==> config.mk <==
export PLATFORM = sky130hd
export DESIGN_NAME = sel_split_stream_sync
export DESIGN_NICKNAME = d
export VERILOG_FILES = /design/src/rtl/sel_split_stream_sync.sv
export SDC_FILE = /design/constraint.sdc
export NUM_CORES = 1
export LEC_CHECK = 0
export BUFFER_PORTS_ARGS = -buffer_cell sky130_fd_sc_hd__buf_2
export CAP_MARGIN = 10
export CORE_ASPECT_RATIO = 0.9
export CORE_MARGIN = 5
export CORE_UTILIZATION = 40
export CTS_BUF_LIST = sky130_fd_sc_hd__clkbuf_4
export CTS_CLUSTER_DIAMETER = 40
export DETAILED_ROUTE_END_ITERATION = 6
export MAX_ROUTING_LAYER = met4
export PLACE_DENSITY = 0.78
export SLEW_MARGIN = 20
export SYNTH_ARGS = -nofsm -noshare
export SYNTH_HDL_FRONTEND = slang
export SYNTH_SLANG_ARGS = --single-unit
==> constraint.sdc <==
create_clock -name clk -period 3.1 [get_ports clk]
set_input_delay 0.62 -clock clk [delete_from_list [all_inputs] [get_ports clk]]
set_output_delay 0.62 -clock clk [all_outputs]
set_load 0.1 [all_outputs]
==> src/rtl/sel_split_stream_sync.sv <==
// sel_split_stream_sync: clocked selective fork of one upstream token to a
// channel-select subset of NUM_CH downstream channels. Each selected channel
// takes the token once, at its own pace. Upstream is released in the cycle the
// last pending channel handshakes, so back-to-back tokens flow with no bubbles.
// A token with an all-zero select mask is consumed and reported as dropped.
// Optional build macro SEL_SPLIT_STAT_EN adds per-channel 16-bit delivered-token
// counters (o_cnt) with a synchronous clear (i_clr).
module sel_split_stream_sync #(
    parameter int NUM_CH = 9,
    parameter int DATA_W = 32
) (
    input  logic                clk,
    input  logic                rst,
    input  logic                i_valid,
    output logic                o_ready,
    input  logic [DATA_W-1:0]   i_data,
    input  logic [NUM_CH-1:0]   i_sel,
    output logic [NUM_CH-1:0]   o_valid,
    input  logic [NUM_CH-1:0]   i_ready,
    output logic [DATA_W-1:0]   o_data,
    output logic                o_done,
    output logic                o_drop
`ifdef SEL_SPLIT_STAT_EN
    ,
    output logic [NUM_CH*16-1:0] o_cnt,
    input  logic                 i_clr
`endif
);

    logic              busy, busyNext;
    logic [NUM_CH-1:0] pend, pendNext;
    logic [DATA_W-1:0] dataReg, dataNext;
    logic              doneReg, doneNext;
    logic              dropReg, dropNext;
    logic [NUM_CH-1:0] hs;
    logic              last;
    logic              acceptTok;
    logic              acceptDrop;

    // State register: busy flag, pending-channel mask, held payload, status pulses
    always_ff @(posedge clk or negedge rst) begin
        if (!rst) begin
            busy    <= 1'b0;
            pend    <= '0;
            dataReg <= '0;
            doneReg <= 1'b0;
            dropReg <= 1'b0;
        end else begin
            busy    <= busyNext;
            pend    <= pendNext;
            dataReg <= dataNext;
            doneReg <= doneNext;
            dropReg <= dropNext;
        end
    end

    // Output/handshake decode: per-channel valid, final-handshake detect, upstream ready
    always_comb begin
        o_valid    = pend & {NUM_CH{busy}};
        hs         = o_valid & i_ready;
        // last: every channel still pending is handshaking right now
        last       = busy & ((pend & ~hs) == '0);
        o_ready    = ~busy | last;
        acceptTok  = i_valid & o_ready & (|i_sel);
        acceptDrop = i_valid & o_ready & ~(|i_sel);
    end

    // Next state: load a new token, retire the current one, or clear delivered channels
    always_comb begin
        busyNext = busy;
        pendNext = pend & ~hs;
        dataNext = dataReg;
        if (acceptTok) begin
            // a new token overrides retirement of the old one in the same cycle
            busyNext = 1'b1;
            pendNext = i_sel;
            dataNext = i_data;
        end else if (last) begin
            busyNext = 1'b0;
            pendNext = '0;
        end
        doneNext = last | acceptDrop;
        dropNext = acceptDrop;
    end

    assign o_data = dataReg;
    assign o_done = doneReg;
    assign o_drop = dropReg;

`ifdef SEL_SPLIT_STAT_EN
    logic [15:0] cnt [NUM_CH];

    for (genvar k = 0; k < NUM_CH; k++) begin : gCnt
        // Per-channel delivered-token counter; clear wins over increment, wraps at 16 bits
        always_ff @(posedge clk or negedge rst) begin
            if (!rst) begin
                cnt[k] <= '0;
            end else if (i_clr) begin
                cnt[k] <= '0;
            end else if (hs[k]) begin
                cnt[k] <= cnt[k] + 16'd1;
            end
        end
        assign o_cnt[16*k +: 16] = cnt[k];
    end
`endif

endmodule

==> flow_metrics.tcl, run 1 <==
set metrics [dict create \
    status "finished clean" \
    die-area_um2 6740 \
    layout_commonest_cell "buf_2" \
    hp-class "in -> async" \
    cts.clk_slew.worst_paths_ns 0.12 \
    dr.pass1.iters 4 \
    areaGrowthSynthToFinish_pct 27.4 \
    fill_cells 447 \
    min_period_ns 2.64 \
    relSlewSlack_pct 55.6 \
    place.port_buffers 96 \
    core-area_um2 4950 \
    drt_first_iter_violations 35 \
    synth_area_um2 2080 \
    vias 1553 \
    cts_max_level 2 \
    vias_per_cell 4.95 \
    synth_edf_count 0 \
    synth-async-reset-ratio_pct 100 \
    gp_congestion 0.899 \
    rsz0062_at_grt "false" \
    start_util_pct 42.0 \
    die_h_um 78.4 \
    grt_pass1_vias 1574 \
    crit_chain "nand2b_1, o2111ai_1, nor3_1, nor2b_1, inv_1, buf_2" \
    core.rowCount 24 \
    cts_resized 0 \
    ctsRootBufferMaster "clkbuf_4" \
    synth-main-ff-cell "dfrtp_1" \
    netlist_instances 151 \
    clock_skew_ns 0.00981 \
    grt_max_degree 45 \
    crit_fanout 5 \
    cts_tree "built" \
    required_ns 2.48 \
    maxCapViolations 0 \
    worst_slew_pin_slew_ns 0.666 \
    drc 0 \
    finalHoldViolations 0 \
    numCtsBuffers 5 \
    cts_buffer_depth 2 \
    drive_gt1_share_pct 57.0 \
    setup_violations 0 \
    cts_hold_buf 0 \
    fmax_mhz 379 \
    drv_slew 0 \
    routed_wirelength_um 4730 \
    synth_seq_cells 44 \
    synth_seq_area_share_pct 52.9 \
    nets 301 \
    die_x_um 86 \
    synth_nets 204 \
    tns_ns 0 \
    antenna_found_initial 0 \
    end_kind "output pin" \
    grt_pass1_wl_um 7540 \
    layout_common_cells "buf_2 (95), dfrtp_1 (44), mux2_4 (29)" \
    cpMaxStageDelayCell "buf_2" \
    drtAntennaViolNets 0 \
    crit_arrival_ns 2.02 \
    ys_warn_count 0 \
    grt-ovfl-total 0 \
    grtUsageTotal_pct 14.5 \
    worst-setup-path-type "reg -> out" \
    cpPeakStageDelay_ns 0.46 \
    routedWlPerCell_um 15.1 \
    start_kind "flop" \
    io_pins 97 \
    cts_setup_buffers 0 \
    syn_avg_cell_area_um2 13.8 \
    cts.sinks 44 \
    worstSkewPairLatency_ns 0.34 \
    fin_crit_sh_pct 85.0 \
    hpwlAfterDp_um 3600 \
    ys_types 31 \
    n_antenna_cell 0 \
]
critical path, delay by kind of cell, from the launching register on:
kind | cells | cell delay [ns]
buffers and inverters | 2 | 0.61
AND/OR/NAND/NOR | 3 | 0.51
flip-flops | 1 | 0.44
AO/OA/AOI/OAI | 1 | 0.10
per-stage QoR:
step | instances | setup WS (ns) | util, % | hold slack [ns] | cell area (um2)
2_1_floorplan | 151 | 0.428 | - | 0.324 | 2080
3_3_place_gp | 306 | 0.565 | 51.9 | 0.483 | 2570
3_5_place_dp | 306 | 0.504 | 51.9 | 0.486 | 2570
4_1_cts | 314 | 0.457 | 53.4 | 0.430 | 2650
5_1_grt | 314 | 0.289 | 53.5 | 0.285 | 2650
6_report | 314 | 0.465 | 53.5 | 0.246 | 2650
cell families after synthesis:
kind of cell           share of synthesized area [%]
AO/OA/AOI/OAI                                   9.21
flip-flops                                      52.9
multiplexers                                    22.6
AND/OR/NAND/NOR                                 9.87
buffers and inverters                           5.42
routing by layer:
metal,vias up,part of all wire (%),track usage [%]
met1,749,45,19.3
met2,68,46,22.0
li1,729,-,-
met5,-,0,-
met4,0,0.68,3.80
met3,7,8.2,3.77
sequential cells by signal, summed over array words and instances (netlist names):
signal  count
o_data     32
pend        9
busy        1
o_done      1
o_drop      1
synthesized netlist by cell type (all sizes together), types with 2 or more instances:
library cell	count	area (um2)
or2	2	12.5
o221ai	2	17.5
mux2	32	469
and2	10	62.6
dfrtp	44	1100
a22o	4	35.0
o21ai	6	30.0
nor4	2	12.5
or4	2	20.0
clkbuf	4	15.0
nor2	3	11.3
inv	7	26.3
nand2b	5	31.3
a21oi	4	20.0
nand2	6	22.5
buf	4	71.3
o2111ai	2	17.5
a32o	3	30.0
layout make-up:
type / count / area, um2 / share of cell area, %
multi-input cells: 92 / 868 / 32.8
clock inverters: 3 / 37.5 / 1.42
repair buffers: 98 / 498 / 18.8
clock buffers: 5 / 37.5 / 1.42
inverters: 7 / 26.3 / 0.992
flip-flops and latches: 44 / 1100 / 41.5
well taps: 65 / 81.3 / 3.07
final timing paths:
path / from / endpoint / slack, ns / depth (start not counted)
setup / recovery: pend[8]$_DFF_PN0_ / o_ready / 0.46 / 6
hold / removal: rst / pend[7]$_DFF_PN0_ / 0.25 / 1
setup reg to reg: busy$_DFFE_PN0P_ / o_data[23]$_DFFE_PN0P_ / 1.05 / 5
hold reg to reg: o_data[4]$_DFFE_PN0P_ / o_data[4]$_DFFE_PN0P_ / 0.52 / 1
max in group asynchronous: rst / o_data[13]$_DFFE_PN0P_ / 2.48 / 1
min in group clk: i_data[14] / o_data[14]$_DFFE_PN0P_ / 0.50 / 2
Power of run 1 is left out: the tool's default activity adds up to more than one toggle a clock period on the data nets, which glitch-free logic cannot reach.
==> run 2: changes to the inputs <==
RECOVER_POWER = 100   (was unset)
==> flow_metrics.tcl, run 2 (same netlist as run 1, synthesis figures left out) <==
set metrics [dict create \
    status "finished, violations left" \
    failed_checks "max-capacitance violations, max-slew violations" \
    place.port_buffers 96 \
    crit_arrival_ns 2.03 \
    fmax_mhz 377 \
    start_kind "flop" \
    grt_max_degree 45 \
    grt_pass1_wl_um 7540 \
    core.rowCount 24 \
    ctsRootBufferMaster "clkbuf_4" \
    fin_crit_sh_pct 85.6 \
    cts.sinks 44 \
    cts.clk_slew.worst_paths_ns 0.12 \
    dr.pass1.iters 4 \
    maxCapViolations 1 \
    cts_hold_buf 0 \
    relSlewSlack_pct -48.2 \
    drt_first_iter_violations 40 \
    vias_per_cell 4.94 \
    numPlacedInstances 306 \
    layout_common_cells "buf_2 (50), dfrtp_1 (44), clkbuf_1 (36)" \
    layout_commonest_cell "buf_2" \
    die-area_um2 6740 \
    end_kind "output pin" \
    worst_slew_pin_slew_ns 2.22 \
    hp-class "in -> reg" \
    routed_wirelength_um 4620 \
    clock_skew_ns 0.00759 \
    cp_top_family "buffers and inverters" \
    layout.cells.non_filler 314 \
    die_x_um 86 \
    drtAntennaViolNets 0 \
    grtUsageTotal_pct 14.5 \
    n_antenna_cell 0 \
    cpPeakStageDelay_ns 0.49 \
    grt-ovfl-total 0 \
    cts_tree "built" \
    finalHoldViolations 0 \
    min_period_ns 2.65 \
    start_util_pct 42.0 \
    largest_register_ffs 32 \
    core-area_um2 4950 \
    io_pins 97 \
    vias 1551 \
    cts_resized 0 \
    crit_chain "nand2b_1, o2111ai_1, nor3_1, nor2b_1, inv_1, clkbuf_2" \
    drive_gt1_share_pct 30.5 \
    required_ns 2.48 \
    drc 0 \
    nets 301 \
    place_area_um2 2570 \
    antenna_found_initial 0 \
    hpwlAfterDp_um 3600 \
    numCtsBuffers 5 \
    cpMaxStageDelayCell "clkbuf_2" \
    cts_setup_buffers 0 \
    setup_violations 0 \
    crit_fanout 5 \
    areaGrowthSynthToFinish_pct 19.0 \
    cts_buffer_depth 2 \
    rsz0062_at_grt "false" \
    cts_max_level 2 \
    worstSkewPairLatency_ns 0.34 \
    worst-setup-path-type "reg -> out" \
    routedWlPerCell_um 14.7 \
    drv_slew 45 \
    fin_area_um2 2470 \
    tns_ns 0 \
    gp_congestion 0.899 \
    die_h_um 78.4 \
    critPathBufInv 2 \
    grt_pass1_vias 1574 \
]
## run 2: cell types whose count changed in the layout (fill, tap and decap cells not counted)
cell / delta
mux2_4: -28
o31ai_1: +1
or4_4: -1
buf_2: -45
mux2_1: +28
o31ai_4: -1
clkbuf_1: +36
buf_4: -3
clkbuf_2: +12
or4_1: +1
## run 2: area by class of cell
class                      instances  area [um2]
tap                               65        81.3
timing repair buffer              98         445
fill                             511        2480
sequential                        44        1100
clock buffer                       5        37.5
multi-input combinational         92         746
inverter                           7        26.3
clock inverter                     3        37.5
## run 2: worst paths after layout
path	endpoint	slack, ns	start	depth (start not counted)
max	o_ready	0.45	pend[8]$_DFF_PN0_	6
min	o_data[4]$_DFFE_PN0P_	0.49	i_data[4]	2
max reg2reg	o_data[23]$_DFFE_PN0P_	0.97	busy$_DFFE_PN0P_	5
min reg2reg	o_data[4]$_DFFE_PN0P_	0.50	o_data[4]$_DFFE_PN0P_	1
max in group asynchronous	o_data[13]$_DFFE_PN0P_	0.91	rst	1
min in group asynchronous	pend[7]$_DFF_PN0_	0.93	rst	1
## run 2: per-stage QoR
step / hold slack, ns / util (%) / setup slack [ns]
CTS: 0.430 / 53.4 / 0.457
global placement: 0.483 / 51.9 / 0.565
global route: 0.462 / 49.9 / 0.254
detailed placement: 0.486 / 51.9 / 0.504
finish: 0.488 / 49.9 / 0.446
floorplan: 0.324 / - / 0.428
## run 2: per-layer routing
metal	vias up	wire (um)	GRT usage (%)
met5	-	0	-
met4	0	26	3.80
met1	743	2010	19.3
met2	75	2180	22.0
li1	728	-	-
met3	5	412	3.77
Power of run 2 is left out for the same reason.
